===== src/rtl/tdc_evarb_pkg.sv =====
// Shared constants for the TDC event arbiter: CSR word map, bit positions and FIFO entry layout.
package tdc_evarb_pkg;

    localparam int TS_W  = 32;
    localparam int CH_W  = 3;
    localparam int POL_W = 1;

    localparam logic [9:0] REG_CTRL    = 10'd0;
    localparam logic [9:0] REG_STATUS  = 10'd1;
    localparam logic [9:0] REG_TS      = 10'd2;
    localparam logic [9:0] REG_TAG     = 10'd3;
    localparam logic [9:0] REG_DROPCNT = 10'd4;

    localparam int CTRL_EN       = 0;
    localparam int CTRL_IRQEN    = 1;
    localparam int CTRL_MASK_LSB = 8;

    localparam int STAT_EMPTY     = 0;
    localparam int STAT_FULL      = 1;
    localparam int STAT_LEVEL_LSB = 8;
    localparam int STAT_LEVEL_W   = 5;
    localparam int STAT_OVF_LSB   = 16;

    localparam int TAG_POL = 8;

    typedef struct packed {
        logic [TS_W-1:0]  ts;
        logic [CH_W-1:0]  ch;
        logic [POL_W-1:0] pol;
    } entry_t;

endpackage


===== src/rtl/tdc_evarb_if.sv =====
// CSR bus plus per-channel event handshake. An event is consumed on the clock edge where its ack is high.
interface tdc_evarb_if #(parameter int nchannels = 2);

    logic [13:0]             csr_a;
    logic                    csr_we;
    logic [31:0]             csr_di;
    logic [31:0]             csr_do;
    logic [nchannels-1:0]    ev_stb_i;
    logic [32*nchannels-1:0] ev_ts_i;
    logic [nchannels-1:0]    ev_pol_i;
    logic [nchannels-1:0]    ev_ack_o;
    logic                    irq;

    modport master (
        output csr_a, csr_we, csr_di, ev_stb_i, ev_ts_i, ev_pol_i,
        input  csr_do, ev_ack_o, irq
    );

    modport slave (
        input  csr_a, csr_we, csr_di, ev_stb_i, ev_ts_i, ev_pol_i,
        output csr_do, ev_ack_o, irq
    );

endinterface


===== src/rtl/tdc_evarb_fifo.sv =====
// Synchronous event FIFO; head is registered and already reflects this cycle's push/pop on the next cycle.
module tdc_evarb_fifo
    import tdc_evarb_pkg::*;
#(
    parameter int depth_log2 = 4
) (
    input  logic                clk,
    input  logic                rst,
    input  logic                push,
    input  logic                pop,
    input  entry_t              push_data,
    output entry_t              head,
    output logic                full,
    output logic                empty,
    output logic [depth_log2:0] level
);

    localparam int DEPTH = 1 << depth_log2;

    entry_t                mem [DEPTH];
    logic [depth_log2-1:0] rd_ptr;
    logic [depth_log2-1:0] wr_ptr;
    logic [depth_log2-1:0] rd_next;
    logic [depth_log2:0]   level_next;
    logic                  do_push;
    logic                  do_pop;

    assign full    = (level == (depth_log2+1)'(DEPTH));
    assign empty   = (level == '0);
    assign do_push = push & ~full;
    assign do_pop  = pop & ~empty;
    assign rd_next = do_pop ? rd_ptr + depth_log2'(1) : rd_ptr;

    always_comb begin
        level_next = level;
        case ({do_push, do_pop})
            2'b10:   level_next = level + (depth_log2+1)'(1);
            2'b01:   level_next = level - (depth_log2+1)'(1);
            default: level_next = level;
        endcase
    end

    always_ff @(posedge clk) begin
        if (do_push) mem[wr_ptr] <= push_data;
    end

    always_ff @(posedge clk) begin
        if (rst) begin
            rd_ptr <= '0;
            wr_ptr <= '0;
            level  <= '0;
            head   <= '0;
        end else begin
            rd_ptr <= rd_next;
            level  <= level_next;
            if (do_push) wr_ptr <= wr_ptr + depth_log2'(1);
            // A write landing on the new head slot has not reached mem yet, so bypass it.
            if (level_next == '0)
                head <= '0;
            else if (do_push && rd_next == wr_ptr)
                head <= push_data;
            else
                head <= mem[rd_next];
        end
    end

endmodule


===== src/rtl/tdc_evarb.sv =====
// Round-robin TDC event arbiter feeding a CSR-drained FIFO with level interrupt.
// Optional TDC_EVARB_DROPCNT_EN adds a saturating full-drop counter at CSR word 4.
module tdc_evarb
    import tdc_evarb_pkg::*;
#(
    parameter logic [3:0] csr_addr   = 4'h2,
    parameter int         nchannels  = 2,
    parameter int         depth_log2 = 4
) (
    input logic        sys_clk,
    input logic        sys_rst,
    tdc_evarb_if.slave bus
);

    logic [CH_W-1:0]     rr;
    logic [CH_W-1:0]     grant;
    logic                any_req;
    logic [7:0]          req8;
    int                  scan_idx;
    entry_t              ev_sel;
    entry_t              head;
    logic                full;
    logic                empty;
    logic [depth_log2:0] level;
    logic                ctrl_en;
    logic                irqen;
    logic [7:0]          mask;
    logic [7:0]          ovf;
    logic                sel;
    logic                wr;
    logic [9:0]          word;
    logic                ch_en;
    logic                push;
    logic                pop;
    logic                drop_full;
    logic [31:0]         rd_data;
    logic [15:0]         dropcnt_rd;
    logic                unused_di;

    assign sel       = (bus.csr_a[13:10] == csr_addr);
    assign word      = bus.csr_a[9:0];
    assign wr        = sel & bus.csr_we;
    assign pop       = wr && (word == REG_TAG);
    assign unused_di = ^{bus.csr_di[31:24], bus.csr_di[7:2]};

    // Scan downward so the channel closest to rr (lowest offset) is the last, winning assignment.
    assign req8 = 8'(bus.ev_stb_i);
    always_comb begin
        any_req  = 1'b0;
        grant    = '0;
        scan_idx = 0;
        for (int k = nchannels - 1; k >= 0; k--) begin
            scan_idx = int'(rr) + k;
            if (scan_idx >= nchannels) scan_idx = scan_idx - nchannels;
            if (req8[scan_idx[2:0]]) begin
                any_req = 1'b1;
                grant   = scan_idx[CH_W-1:0];
            end
        end
    end

    always_comb begin
        ev_sel    = '0;
        ev_sel.ch = grant;
        for (int i = 0; i < nchannels; i++) begin
            if (grant == CH_W'(i)) begin
                ev_sel.ts  = bus.ev_ts_i[32*i +: 32];
                ev_sel.pol = bus.ev_pol_i[i];
            end
        end
    end

    assign bus.ev_ack_o = (any_req && !sys_rst) ? (nchannels'(1) << grant) : '0;
    assign ch_en        = ctrl_en & mask[grant];
    assign push         = any_req & ch_en & ~full;
    assign drop_full    = any_req & ch_en & full;
    assign bus.irq      = irqen & ~empty;

    tdc_evarb_fifo #(.depth_log2(depth_log2)) u_fifo (
        .clk       (sys_clk),
        .rst       (sys_rst),
        .push      (push),
        .pop       (pop),
        .push_data (ev_sel),
        .head      (head),
        .full      (full),
        .empty     (empty),
        .level     (level)
    );

    always_ff @(posedge sys_clk) begin
        if (sys_rst) begin
            rr      <= '0;
            ctrl_en <= 1'b0;
            irqen   <= 1'b0;
            mask    <= '0;
            ovf     <= '0;
        end else begin
            if (any_req) rr <= (grant == CH_W'(nchannels - 1)) ? '0 : grant + CH_W'(1);
            if (wr && word == REG_CTRL) begin
                ctrl_en <= bus.csr_di[CTRL_EN];
                irqen   <= bus.csr_di[CTRL_IRQEN];
                mask    <= bus.csr_di[CTRL_MASK_LSB +: 8];
            end
            // A new overflow outranks a same-cycle software clear.
            ovf <= (ovf & ~((wr && word == REG_STATUS) ? bus.csr_di[STAT_OVF_LSB +: 8] : 8'd0))
                 | (drop_full ? (8'd1 << grant) : 8'd0);
        end
    end

`ifdef TDC_EVARB_DROPCNT_EN
    logic [15:0] dropcnt;
    always_ff @(posedge sys_clk) begin
        if (sys_rst)
            dropcnt <= '0;
        else if (wr && word == REG_DROPCNT)
            dropcnt <= '0;
        else if (drop_full && dropcnt != 16'hffff)
            dropcnt <= dropcnt + 16'd1;
    end
    assign dropcnt_rd = dropcnt;
`else
    assign dropcnt_rd = 16'd0;
`endif

    always_comb begin
        rd_data = '0;
        case (word)
            REG_CTRL: begin
                rd_data[CTRL_EN]             = ctrl_en;
                rd_data[CTRL_IRQEN]          = irqen;
                rd_data[CTRL_MASK_LSB +: 8]  = mask;
            end
            REG_STATUS: begin
                rd_data[STAT_EMPTY]                      = empty;
                rd_data[STAT_FULL]                       = full;
                rd_data[STAT_LEVEL_LSB +: STAT_LEVEL_W]  = STAT_LEVEL_W'(level);
                rd_data[STAT_OVF_LSB +: 8]               = ovf;
            end
            REG_TS:  rd_data = head.ts;
            REG_TAG: begin
                rd_data[CH_W-1:0] = head.ch;
                rd_data[TAG_POL]  = head.pol[0];
            end
            REG_DROPCNT: rd_data[15:0] = dropcnt_rd;
            default: rd_data = '0;
        endcase
    end

    always_ff @(posedge sys_clk) begin
        if (sys_rst) bus.csr_do <= '0;
        else         bus.csr_do <= sel ? rd_data : 32'd0;
    end

endmodule


===== src/flat_wrapper.sv =====
// flat-port wrapper written by rule: the top's interface ports become plain ports
module tdc_evarb_flat import tdc_evarb_pkg::*;
#(
    parameter logic [3:0] csr_addr   = 4'h2,
    parameter int         nchannels  = 2,
    parameter int         depth_log2 = 4
)
  (sys_clk, sys_rst, bus_csr_a, bus_csr_we, bus_csr_di, bus_ev_stb_i, bus_ev_ts_i, bus_ev_pol_i, bus_csr_do, bus_ev_ack_o, bus_irq);
  tdc_evarb_if #(.nchannels(nchannels)) bus_i ();
  input logic sys_clk;
  input logic sys_rst;
  input wire logic [$bits(bus_i.csr_a)-1:0] bus_csr_a;
  input wire logic [$bits(bus_i.csr_we)-1:0] bus_csr_we;
  input wire logic [$bits(bus_i.csr_di)-1:0] bus_csr_di;
  input wire logic [$bits(bus_i.ev_stb_i)-1:0] bus_ev_stb_i;
  input wire logic [$bits(bus_i.ev_ts_i)-1:0] bus_ev_ts_i;
  input wire logic [$bits(bus_i.ev_pol_i)-1:0] bus_ev_pol_i;
  output wire logic [$bits(bus_i.csr_do)-1:0] bus_csr_do;
  output wire logic [$bits(bus_i.ev_ack_o)-1:0] bus_ev_ack_o;
  output wire logic [$bits(bus_i.irq)-1:0] bus_irq;
  assign bus_i.csr_a = bus_csr_a;
  assign bus_i.csr_we = bus_csr_we;
  assign bus_i.csr_di = bus_csr_di;
  assign bus_i.ev_stb_i = bus_ev_stb_i;
  assign bus_i.ev_ts_i = bus_ev_ts_i;
  assign bus_i.ev_pol_i = bus_ev_pol_i;
  assign bus_csr_do = bus_i.csr_do;
  assign bus_ev_ack_o = bus_i.ev_ack_o;
  assign bus_irq = bus_i.irq;
  tdc_evarb #(.csr_addr(csr_addr), .nchannels(nchannels), .depth_log2(depth_log2)) u_core (.sys_clk(sys_clk), .sys_rst(sys_rst), .bus(bus_i));
endmodule

===== config.mk =====
export PLATFORM = sky130hd
export DESIGN_NAME = tdc_evarb_flat
export DESIGN_NICKNAME = d
export VERILOG_FILES = /design/src/rtl/tdc_evarb_pkg.sv /design/src/rtl/tdc_evarb_if.sv /design/src/rtl/tdc_evarb_fifo.sv /design/src/rtl/tdc_evarb.sv /design/src/flat_wrapper.sv
export SDC_FILE = /design/constraint.sdc
export NUM_CORES = 1
export LEC_CHECK = 0
export CORE_UTILIZATION = 30
export DETAILED_ROUTE_END_ITERATION = 7
export GPL_TIMING_DRIVEN = 0
export PLACE_DENSITY = 0.45
export REMOVE_ABC_BUFFERS = 1
export SYNTH_ARGS = -nofsm -noshare
export SYNTH_HDL_FRONTEND = slang
export SYNTH_SLANG_ARGS = --single-unit
export TNS_END_PERCENT = 1

===== constraint.sdc =====
create_clock -name sys_clk -period 6.73 [get_ports sys_clk]
set_clock_uncertainty 0.2 [all_clocks]
set_input_delay 1.0095 -clock sys_clk [delete_from_list [all_inputs] [get_ports sys_clk]]
set_output_delay 1.0095 -clock sys_clk [all_outputs]
set_load 0.02 [all_outputs]

==> results.md <==
* Sw Pwr at 1.99 mW
* Reg2reg end: u_core.u_fifo.head[3]$_SDFF_PP0_
* Die height at 326 um
* Worst hold stages at 1
* Clk_lat worst skew at 0.63 ns
* RSZ-0062 raised after global routing: no
* Die area at 106000 um^2
* DRC violations left at 0
* Worst Path Arrival at 6.37 ns
* Die Width at 326 um
* H-tree Lvls at 3
* Core ar. at 104000 um^2
* Warnings from Yosys at 0
* Gr usage total at 0.174
* Clock transition at path regs at 0.06 ns
* Sequential group share of total power at 0.504
* M3 GR Usage at 0.0259
* Post-synthesis register bit count at 678
* Power Density at 240 nW/um^2
* Total Negative Setup Slacks at 0 ns
* RePlAce Congestion at 0.716
* Synth Area in XOR/XNOR at 0.00669
* Total CTS buffers at 81
* Sequential element share of the synthesized area at 0.616
* Peak supply drop at 0.184 mV
* Drt total wl at 92.8 mm
* Sw Share at 0.215
* Via/cell ratio at 5.29
* Overflow after GRT at 0
* Post-DP HPWL at 59.8 mm
* Setup crit start kind: input pin
* Max Freq at 165 MHz
* Pin count of the biggest net entering global routing at 56
* Mapped Cells at 1851
* Port bufs at 137
* Async SR Flop Fraction at 0
* Final setup viols at 0
* Met2 Track Usage GR at 0.291
* Pre-CTS setup slack at 0.0464 ns
* Crit end category: flop
* Final setup margin at 0.667 ns
* Max_slew headroom at 0.0970
* Post-Synth Simple-Gate Area at 0.0495
* FILL cells at 9547
* WS Path Type: input pin to flop
* Syn avg cell area at 17.0 um^2
* CTS tree: built
* Clock Tree Buf Depth at 3
* Final ANT Viol Nets at 0
* Post-Syn Area at 31400 um^2
* Period utilization at 0.901
* Final hold vios at 0
* Site row count at 118
* Nets at 2183
* Clock power share at 0.458
* Area share of fa/ha/maj cells after synthesis at 0.00597
* Diodes inserted at 0
* Post-synthesis compound-gate area fraction at 0.0398
* Crit Path Max Fanout at 23
* Post-CTS setup repair buffer count at 0
* Largest family of logic cells by synthesized area: multiplexers
* First-pass GRT wire length at 134 mm
* Reg2reg start: u_core.u_fifo.level[1]$_SDFF_PP0_
* Slew Limit Fails at 0
* Crit path required time at 7.04 ns
* CTS Sinks at 678
* Global Route met1 Usage at 0.232
* Detailed-route via count at 18500
* FF-to-FF path depth at 15
* Post-CTS sizing at 0
* Minimum clock period at 6.06 ns
* Top_reg_cell synth: edfxtp_1
* Post-synth EDFFs at 576
* GR peak layer: met2
* Layout area overhead at 22.8%
* Hold path startpoint: u_core.u_fifo.head[35]$_SDFF_PP0_
* Routed WL per cell at 26.5 um
* Io pins at 152
* Vias in the first global route at 19500
* Power share of the combinational group at 0.037
* Hold_buf cts at 0
* Mux contribution to synthesized area at 0.262
* DRT iter0 DRCs at 1455
* Distinct cells, synth at 67
* Drt pass-1 iters at 5
* CTS Root Cell: clkbuf_16
* Max-Cap Viols at 0
* Initial antenna violation count at 0
* Endpoint, Worst Hold: u_core.bus.csr_do[31]$_SDFF_PP0_
* Internal at 7.26 mW
* R2R setup slack at 1.06 ns
* Layout cell share with drive strength beyond 1 at 0.271
* Status: complete, no violations
* Initial Util at 0.303
* Tightest Hold Check Type: flop to flop
* Fin util at 0.372
* Leakage at 12.6 nW
* Slew @ Worst Pin at 1.35 ns
## cell type report
cell class              instances  area [um^2]  area share
flip-flops and latches        678        19300       0.502
multi-input cells            1053        11800       0.306
repair buffers                226         3080      0.0799
clock buffers                 117         2320      0.0602
well taps                    1380         1730      0.0448
clock inverters                35          260     0.00675
inverters                      11         41.3     0.00107
## placed cells by master, fill, tap and decap left out, types with 21 or more instances in the layout
master,n
mux4_2,277
clkbuf_1,21
conb_1,36
clkdlybuf4s50_1,136
a21oi_1,53
dfxtp_1,100
edfxtp_1,576
nor2_1,47
mux2_2,41
buf_16,31
mux2i_1,151
o21ai_0,73
buf_6,31
nand2_1,128
a32oi_1,37
clkbuf_16,82
nand4_1,39
buf_12,23
## how the worst max path moves through the flow
stage	cells after the start	endpoint	from	slack, ns
after global placement	7	u_core.u_fifo.head[19]$_SDFF_PP0_	u_core.u_fifo.rd_ptr[0]$_SDFF_PP0_	-16.30
after global routing	15	u_core.u_fifo.head[2]$_SDFF_PP0_	bus_csr_a[0]	0.32
after CTS	15	u_core.u_fifo.head[3]$_SDFF_PP0_	bus_csr_a[0]	0.71
after detailed placement	15	u_core.u_fifo.head[3]$_SDFF_PP0_	bus_csr_a[0]	0.05
final	15	u_core.u_fifo.head[3]$_SDFF_PP0_	bus_csr_a[0]	0.67
after floorplan	7	u_core.u_fifo.head[1]$_SDFF_PP0_	u_core.u_fifo.rd_ptr[0]$_SDFF_PP0_	-7.52
## flip-flops by register name, indices dropped and copies added, names as in the netlist
signal / flops
u_core.u_fifo.wr_ptr: 4
u_core.ctrl_en: 1
u_core.irqen: 1
u_core.u_fifo.mem: 576
u_core.mask: 8
u_core.u_fifo.level: 5
u_core.u_fifo.rd_ptr: 4
u_core.ovf: 8
u_core.u_fifo.head: 36
u_core.bus.csr_do: 32
u_core.rr: 3
## Yosys cell counts, drive strengths merged, types with 3 or more instances
| cell | instances | area share |
|---|---|---|
| a211oi | 3 | 0.00072 |
| a21oi | 54 | 0.0090 |
| a22oi | 8 | 0.0019 |
| a31oi | 6 | 0.0012 |
| a32oi | 37 | 0.010 |
| and2 | 15 | 0.0030 |
| and3 | 3 | 0.00060 |
| buf | 39 | 0.0064 |
| clkbuf | 104 | 0.012 |
| dfxtp | 102 | 0.065 |
| edfxtp | 576 | 0.55 |
| ha | 15 | 0.0060 |
| inv | 11 | 0.0013 |
| mux2 | 41 | 0.015 |
| mux2i | 153 | 0.049 |
| mux4 | 277 | 0.20 |
| nand2 | 128 | 0.015 |
| nand2b | 14 | 0.0028 |
| nand4 | 40 | 0.0082 |
| nand4b | 3 | 0.00084 |
| nor2 | 60 | 0.0072 |
| nor2b | 12 | 0.0024 |
| nor3 | 9 | 0.0014 |
| nor3b | 6 | 0.0016 |
| nor4 | 4 | 0.0015 |
| nor4b | 3 | 0.0012 |
| o21ai | 74 | 0.012 |
| or3 | 4 | 0.00080 |
| xnor2 | 8 | 0.0025 |
| xor2 | 10 | 0.0028 |
## power groups by stage
stage / logic, mW / registers [mW] / clock network [mW]
global route: 0.377 / 4.66 / 4.51
floorplan: 0.163 / 4.75 / 0
detailed placement: 0.351 / 4.75 / 0
global placement: 0.327 / 4.75 / 0
finish: 0.346 / 4.66 / 4.24
CTS: 0.352 / 4.66 / 4.36
## cell families (layout without fill, tap and decap cells)
logic type	count (synthesis)	after routing
adder cells (fa/ha/maj)	15	15
AND/OR/NAND/NOR	311	311
buffers and inverters	154	389
multiplexers	471	471
XOR/XNOR	20	20
other	2	36
flip-flops	678	678
AO/OA/AOI/OAI	200	200
## per-stage QoR
stage          cell area [um^2]  cells  total power, mW  hold slack [ns]
6_report                  38600   3500             9.25            0.225
5_1_grt                   38600   3500             9.55            0.252
4_1_cts                   38600   3500             9.37            0.231
3_5_place_dp              36000   3348             5.10            0.216
3_3_place_gp              34000   3259             5.08            0.211
2_1_floorplan             30900   1742             4.91            0.206
## layer usage
layer,up-vias,wire length (um)
met2,541,45600
met4,0,2160
met1,9877,40400
met3,125,4560
li1,7967,-
met5,-,0
## critical path, stage by stage
cell             delay [ns]
clkdlybuf4s50_1        1.37
nand2_1                0.15
or3_2                  0.88
inv_2                  0.42
ha_1                   0.39
xor2_1                 0.18
ha_1                   0.20
and3b_1                0.16
o21ai_0                0.07
a21oi_1                0.19
xnor2_1                0.16
a41o_2                 0.62
buf_12                 0.29
nand2b_1               0.18
a21oi_1                0.05
No activity file was read; power rests on OpenSTA's default activity.
